<file path="src/rtl/mt32_i2s_rx.sv">
`default_nettype none
// ============================================================================
// Module   : mt32_i2s_rx
// Brief    : I2S receiver for an MT32-pi on the user port, with cable-orientation
//            detection, bclk debounce, and MIDI-out recovery.
// Revision : 1.0
// ============================================================================
module mt32_i2s_rx #(
  parameter int WIDTH     = 16,
  parameter int RATE_BITS = 5
) (
  input  logic             clk,
  input  logic             reset,
  input  logic [4:0]       usr_in,
  output logic [WIDTH-1:0] sample_l,
  output logic [WIDTH-1:0] sample_r,
  output logic             sample_stb,
  output logic             midi_rx,
  output logic             crossed,
  output logic             locked
);

  localparam int                   CNT_W    = $clog2(WIDTH + 1);
  localparam logic [CNT_W-1:0]     CNT_FULL = CNT_W'(WIDTH);
  localparam logic [RATE_BITS-1:0] RATE_MAX = '1;
  localparam logic [WIDTH-1:0]     TOP_BIT  = {1'b1, {(WIDTH-1){1'b0}}};

  logic [4:0]                sync1, sync2;
  logic [1:0]                pin_s2, pin_s2_d, filt, filt_d, rise;
  logic [1:0][RATE_BITS-1:0] cnt, period;
  logic [WIDTH-1:0]          word_buf;
  logic [CNT_W-1:0]          bit_cnt;
  logic                      ws_q, commit;
  logic                      cross_next, ws_sel, data_sel, midi_sel, bclk_rise, ws_reload;

  // Index 0 tracks pin4, index 1 tracks pin6.
  assign pin_s2     = {sync2[4], sync2[2]};
  assign rise       = filt & ~filt_d;
  assign cross_next = (period[0] <= period[1]);

  always_comb begin
    ws_sel    = crossed ? sync2[0] : sync2[3];
    data_sel  = crossed ? sync2[3] : sync2[0];
    midi_sel  = crossed ? sync2[4] : sync2[2];
    bclk_rise = crossed ? rise[0]  : rise[1];
    ws_reload = cross_next ? sync2[0] : sync2[3];
  end

  always_ff @(posedge clk) begin
    if (reset) begin
      sync1      <= '0;
      sync2      <= '0;
      pin_s2_d   <= '0;
      filt       <= '0;
      filt_d     <= '0;
      cnt        <= '0;
      period     <= {2{RATE_MAX}};
      word_buf   <= '0;
      bit_cnt    <= '0;
      ws_q       <= 1'b0;
      commit     <= 1'b0;
      sample_l   <= '0;
      sample_r   <= '0;
      sample_stb <= 1'b0;
      midi_rx    <= 1'b1;
      crossed    <= 1'b0;
      locked     <= 1'b0;
    end else begin
      sync1    <= usr_in;
      sync2    <= sync1;
      pin_s2_d <= pin_s2;
      filt_d   <= filt;

      // Filtered level follows only a value held for two consecutive cycles,
      // and the period meters count between filtered rising edges.
      for (int i = 0; i < 2; i++) begin
        if (pin_s2[i] == pin_s2_d[i]) filt[i] <= pin_s2[i];
        if (rise[i]) begin
          period[i] <= cnt[i];
          cnt[i]    <= '0;
        end else if (cnt[i] == RATE_MAX) begin
          period[i] <= RATE_MAX;
        end else begin
          cnt[i] <= cnt[i] + 1'b1;
        end
      end

      midi_rx    <= midi_sel;
      locked     <= ((crossed ? period[0] : period[1]) != RATE_MAX);
      sample_stb <= 1'b0;
      commit     <= 1'b0;

      if (cross_next != crossed) begin
        // Re-routing invalidates any word in progress.
        crossed  <= cross_next;
        word_buf <= '0;
        bit_cnt  <= '0;
        ws_q     <= ws_reload;
      end else if (commit) begin
        if (locked) begin
          if (ws_q) begin
            sample_l <= word_buf;
          end else begin
            sample_r   <= word_buf;
            sample_stb <= 1'b1;
          end
        end
        word_buf <= '0;
        bit_cnt  <= '0;
      end else if (bclk_rise) begin
        if (bit_cnt < CNT_FULL) begin
          if (data_sel) word_buf <= word_buf | (TOP_BIT >> bit_cnt);
          bit_cnt <= bit_cnt + 1'b1;
        end
        ws_q   <= ws_sel;
        commit <= (ws_sel != ws_q);
      end
    end
  end

endmodule
`default_nettype wire
</file>
<file path="config.mk">
export PLATFORM = sky130hd
export DESIGN_NAME = mt32_i2s_rx
export DESIGN_NICKNAME = d
export VERILOG_FILES = /design/src/rtl/mt32_i2s_rx.sv
export SDC_FILE = /design/constraint.sdc
export NUM_CORES = 1
export LEC_CHECK = 0
export ABC_AREA = 1
export BUFFER_PORTS_ARGS = -buffer_cell sky130_fd_sc_hd__buf_2
export CAP_MARGIN = 0
export CORE_UTILIZATION = 45
export CTS_CLUSTER_DIAMETER = 120
export CTS_CLUSTER_SIZE = 30
export DETAILED_ROUTE_END_ITERATION = 10
export GPL_TIMING_DRIVEN = 0
export SETUP_SLACK_MARGIN = 0.2
export SLEW_MARGIN = 25
export SYNTH_ARGS = -nofsm -noshare
export SYNTH_HDL_FRONTEND = slang
export SYNTH_SLANG_ARGS = --single-unit
</file>
<file path="constraint.sdc">
create_clock -name clk -period 2.23 [get_ports clk]
set_input_delay 0.223 -clock clk [delete_from_list [all_inputs] [get_ports clk]]
set_output_delay 0.223 -clock clk [all_outputs]
set_load 0.01 [all_outputs]
</file>
After elaboration in Yosys (flattened, before gate mapping) --
Cells that the tools add are included.
Word-level totals: bits in registers 95, input port bits 7, output and inout port bits 36
Operators by class: multiplexer cells 14, magnitude comparators 2, equal/unequal tests 8, reductions and logical operators 13, shift operators 1, add/sub/neg operators 3, bitwise logic cells 8
Operators by type and width (number):
- $mux W5 | 5
- $or A16 B16 Y16 | 1
- $shr A16 B5 Y16 const A | 1
- $add A5 B1 Y5 const B | 3
- $eq A5 B5 Y1 const B | 2
- $mux W1 | 9
- $reduce_and A4 Y1 | 2
- $reduce_or A4 Y1 | 2
- $reduce_bool A2 Y1 | 3
- $le A5 B5 Y1 | 1
- $lt A5 B5 Y1 const B | 1
- $ne A5 B5 Y1 const B | 1
- $not A1 Y1 | 5
- $reduce_and A2 Y1 | 2
- $reduce_or A2 Y1 | 2
- $reduce_and A3 Y1 | 1
- $reduce_or A3 Y1 | 1
- $and A2 B2 Y2 | 1
- $eq A1 B1 Y1 | 2
- $ne A1 B1 Y1 | 2
- $ne A2 B1 Y1 const B | 1
- $not A2 Y2 | 1

Logic depth before layout (Yosys ltp) --
depth in word-level cells 6, gate-level depth with buffers 13, mapped depth without buffers 12

Worst setup path before layout --
No wires, ideal clock.
path kind register to register, start point register period[9] (netlist name), end point register bit_cnt[4], buffers on the path 1, setup time 123 ps, path slack 500 ps, period minus slack after synthesis 1730 ps, data arrival time 1607 ps, stages on the path, launching flop included 11, cells stage by stage dfxtp_1 > inv_1 > ha_1 > a21oi_1 > nand3_4 > nand2_4 > nand2_8 > and2_4 > nand3_4 > buf_8 > nor2_4
Between the ends: word-level cells in the longest chain between the ends 3
RTL lines:
- start, declared | line 30 | logic [1:0][RATE_BITS-1:0] cnt, period;
- start signal, assigned | line 57 | period <= {2{RATE_MAX}};
- start signal, assigned by index | line 79 | period[i] <= cnt[i];
- $le A5 B5 Y1 | line 39 | assign cross_next = (period[0] <= period[1]);
- $ne A1 B1 Y1 | line 93 | if (cross_next != crossed) begin
- $reduce_or A3 Y1 (no source line)
- end signal, assigned | line 113 | bit_cnt <= bit_cnt + 1'b1;
- end, declared | line 32 | logic [CNT_W-1:0] bit_cnt;
No other way between the ends. A chain may end at the register's enable or synchronous reset.

Worst setup path in the final report --
start point register period[7] (netlist name), end point register word_buf[2]
Between the ends: word-level cells in the longest chain between the ends 3
RTL lines:
- $le A5 B5 Y1 | line 39
- $ne A1 B1 Y1 | line 93
- $reduce_or A3 Y1 (no source line)
- end signal, assigned | line 112 | if (data_sel) word_buf <= word_buf | (TOP_BIT >> bit_cnt);
- end, declared | line 31 | logic [WIDTH-1:0] word_buf;
No other way between the ends.

==> reports/qor.csv <==
stage;metric;value;unit
logic_synthesis;yosysWarnings;0;
detailed_routing;route.met2.wl;4360;um
global_route;grt_pass1_wl;14600;um
cts;clk_pin_slew;0.09;ns
cells_and_area;final_nets;676;
setup_path;worstReg2RegStart;period[7]$_SDFFE_PP1P_;
cts;cts.path.max_buffers;2;
floorplan;initial_utilization;47.1;%
cells_and_area;fill_cells;948;
placement;place_area;4800;um2
logic_synthesis;yosysTopAreaCell;dfxtp_1;
cts;htree_levels;3;
timing;setup_viol;0;
cells_and_area;final_cell_mix;141 x inv_1, 128 x nand2_1, 89 x dfxtp_1;
timing;finalCriticalPeriod;1.90;ns
setup_path;reg2regPathDepth;12;
cts;cts_made_buffers;9;
setup_path;r2r-end;word_buf[2]$_SDFFE_PP0P_;
placement;port_buffers;40;
timing;fmax;527;MHz
placement;hpwl;6340;um
power;p_per_area;587;nW/um2
detailed_routing;vias;3565;
detailed_routing;drc;0;
worst_hold_path;min_from;usr_in[2];
detailed_routing;routed.top_layer;met4;
timing;finalHoldViolations;0;
placement;pre_cts_slack;0.312;ns
floorplan;pin_count;43;
placement;place_inst;767;
placement;gp_congestion;0.790;
logic_synthesis;yosys.area.top_type_share;42.0;%
global_route;grt_max_degree;16;
detailed_routing;vias_per_cell;4.52;
detailed_routing;wl_met1;3950;um
detailed_routing;wl_per_cell;11.2;um
logic_synthesis;syn_inst;598;
timing;fin_crit_sh;85.0;%
setup_path;crit_chain;inv_1, ha_4, nand2_2, nor2_4, nand2_2, nand3_4, nand2_4, nand2_8, and2_4, nand3_4, clkbuf_16, nor2_4;
run;maxCapViolCount;0;
floorplan;row_count;35;
floorplan;core-area;9420;um2
cts;cts_sinks;93;
timing;tightest_slew;0.539;ns
setup_path;arrival;2.20;ns
timing;fin_ws;0.334;ns
cts;insertion_delay;0.37;ns
logic_synthesis;seq_area_frac_synth;42.0;%
detailed_routing;antenna_left;0;
detailed_routing;dr.pass1.iters;5;
logic_synthesis;syn_area_per_cell;7.42;um2
setup_path;worstSetupStartpointType;flip-flop;
cts;tritoncts;built;
cells_and_area;instances_no_fill;788;
cells_and_area;multiInputGateArea;1950;um2
timing;tns;0;ns
global_route;grt.overflow.total;0;
cells_and_area;stdcell_area;5120;um2
timing;slew_viol_final;0;
setup_path;reg2reg_slack;0.33;ns
cells_and_area;area_growth;15.4;%
global_route;grt_pass1_vias;3276;
setup_path;cp_slowest_stage_delay;0.34;ns
worst_hold_path;min_to;sync1[2]$_SDFF_PP0_;
floorplan;die_w;101;um
detailed_routing;wl_met3;232;um
logic_synthesis;syn_area;4440;um2
status;outcome;complete, no violations;
logic_synthesis;synthTopCellsByArea;dfxtp_1 42%, inv_1 12%, nand2_1 11%, nor2_4 5.3%, nor2_1 4.9%;
setup_path;crit_type;flip-flop to flip-flop;
cells_and_area;antennaDiodeCount;0;
power;vdd_drop_max;302;uV
logic_synthesis;yosysUniqueCellTypes;33;
global_route;antenna_found_initial;0;
global_route;grt.total_usage;18.3;%
floorplan;chipHeight;101;um
setup_path;worst-endpoint-required;2.54;ns
timing;rsz0062_at_grt;false;
power;p_leak;2.30;nW
cells_and_area;layout_commonest_cell;inv_1;
setup_path;endpoint_kind;flip-flop;
setup_path;slowest_stage;dfxtp_2;
cells_and_area;regArea;1870;um2
setup_path;cp_max_fo;9;
cells_and_area;fin_util;54.4;%
detailed_routing;drt-initial-drc-count;69;
worst_hold_path;whs_path_depth;3;
cells_and_area;drive_gt1_share;18.2;%
logic_synthesis;yosys_register_bits;93;
timing;fin_skew;0.0116;ns
timing;max_slew_margin;64.1;%
floorplan;dieArea;10300;um2
worst_hold_path;hold_path_class;primary input to flip-flop;
logic_synthesis;synth_nets;620;
detailed_routing;routed_wl;8790;um
cts;cts-root-buf;clkbuf_8;
per-layer routing:
layer  GRT usage, %  vias to the layer above
li1               -                     1934
met1           20.7                     1564
met2           33.1                       48
met3           3.73                       19
met4           8.03                        0
met5              0                        -
where the power goes:
| part | total (mW) | switching [mW] | leakage [nW] | internal (mW) |
|---|---|---|---|---|
| clock | 1.10 | 0.596 | 0.0990 | 0.501 |
| sequential | 1.70 | 0.0165 | 0.752 | 1.68 |
| combinational | 0.209 | 0.131 | 1.45 | 0.0780 |
| total | 3.01 | 0.744 | 2.30 | 2.26 |
worst max-delay path by stage:
stage,startpoint,end,cells past startpoint
detailed placement,period[9]$_SDFFE_PP1P_,word_buf[8]$_SDFFE_PP0P_,11
global placement,period[7]$_SDFFE_PP1P_,bit_cnt[4]$_SDFFE_PP0P_,11
floorplan,period[9]$_SDFFE_PP1P_,bit_cnt[4]$_SDFFE_PP0P_,10
CTS,period[9]$_SDFFE_PP1P_,bit_cnt[4]$_SDFFE_PP0P_,11
finish,period[7]$_SDFFE_PP1P_,word_buf[2]$_SDFFE_PP0P_,12
global route,period[9]$_SDFFE_PP1P_,word_buf[14]$_SDFFE_PP0P_,12
registers in the layout, indices dropped and copies added (netlist names), 2 cells and up:
register / cells
pin_s2_d: 2
filt: 2
sync2: 4
period: 10
word_buf: 16
sample_l: 16
sync1: 4
cnt: 10
bit_cnt: 5
filt_d: 2
sample_r: 16
critical path: cells and delay by family, from the launching register on:
family        cells  cell delay (ns)
flops             1             0.34
fa+ha+maj         1             0.27
simple gates      9             0.94
buf+inv           2             0.28
Yosys cell counts (all sizes together):
library cell,number
dfxtp,93
o21ai,24
buf,14
nand3,10
clkbuf,8
and3,5
xor2,3
and2,1
o22ai,10
ha,15
a21oi,15
a41oi,1
o21bai,1
a311oi,1
inv,142
nand4,33
nor2,81
nand2,136
nor3,5
cell type report:
type	count	area share [%]
plain buffers	22	2.86
clock buffers	12	3.23
clock inverters	4	0.587
inverters	142	10.5
multi-input cells	342	38.1
flip-flops and latches	93	36.5
well taps	129	3.15
repair buffers	44	5.18
stage by stage:
step	hold WS, ns	power, mW
CTS	0.0336	3.03
detailed placement	0.395	1.93
floorplan	0.330	1.88
global placement	0.392	1.92
global route	0.0527	3.14
finish	0.0462	3.01
repair_timing:
action | CTS | global route
buffers inserted | 0 | 2
resized for setup | 0 | 14
endpoints found under the setup margin | 0 | 40
hold buffers | 0 | 0
endpoints found under the hold margin | 0 | 0
kinds of logic after synthesis:
group	synth area share (%)
AO/OA/AOI/OAI	6.63
XOR/XNOR	0.592
adder cells (fa/ha/maj)	4.23
buffers and inverters	15.0
flip-flops	42.0
AND/OR/NAND/NOR	31.6
Note: power is estimated with default switching activity, not from simulation.
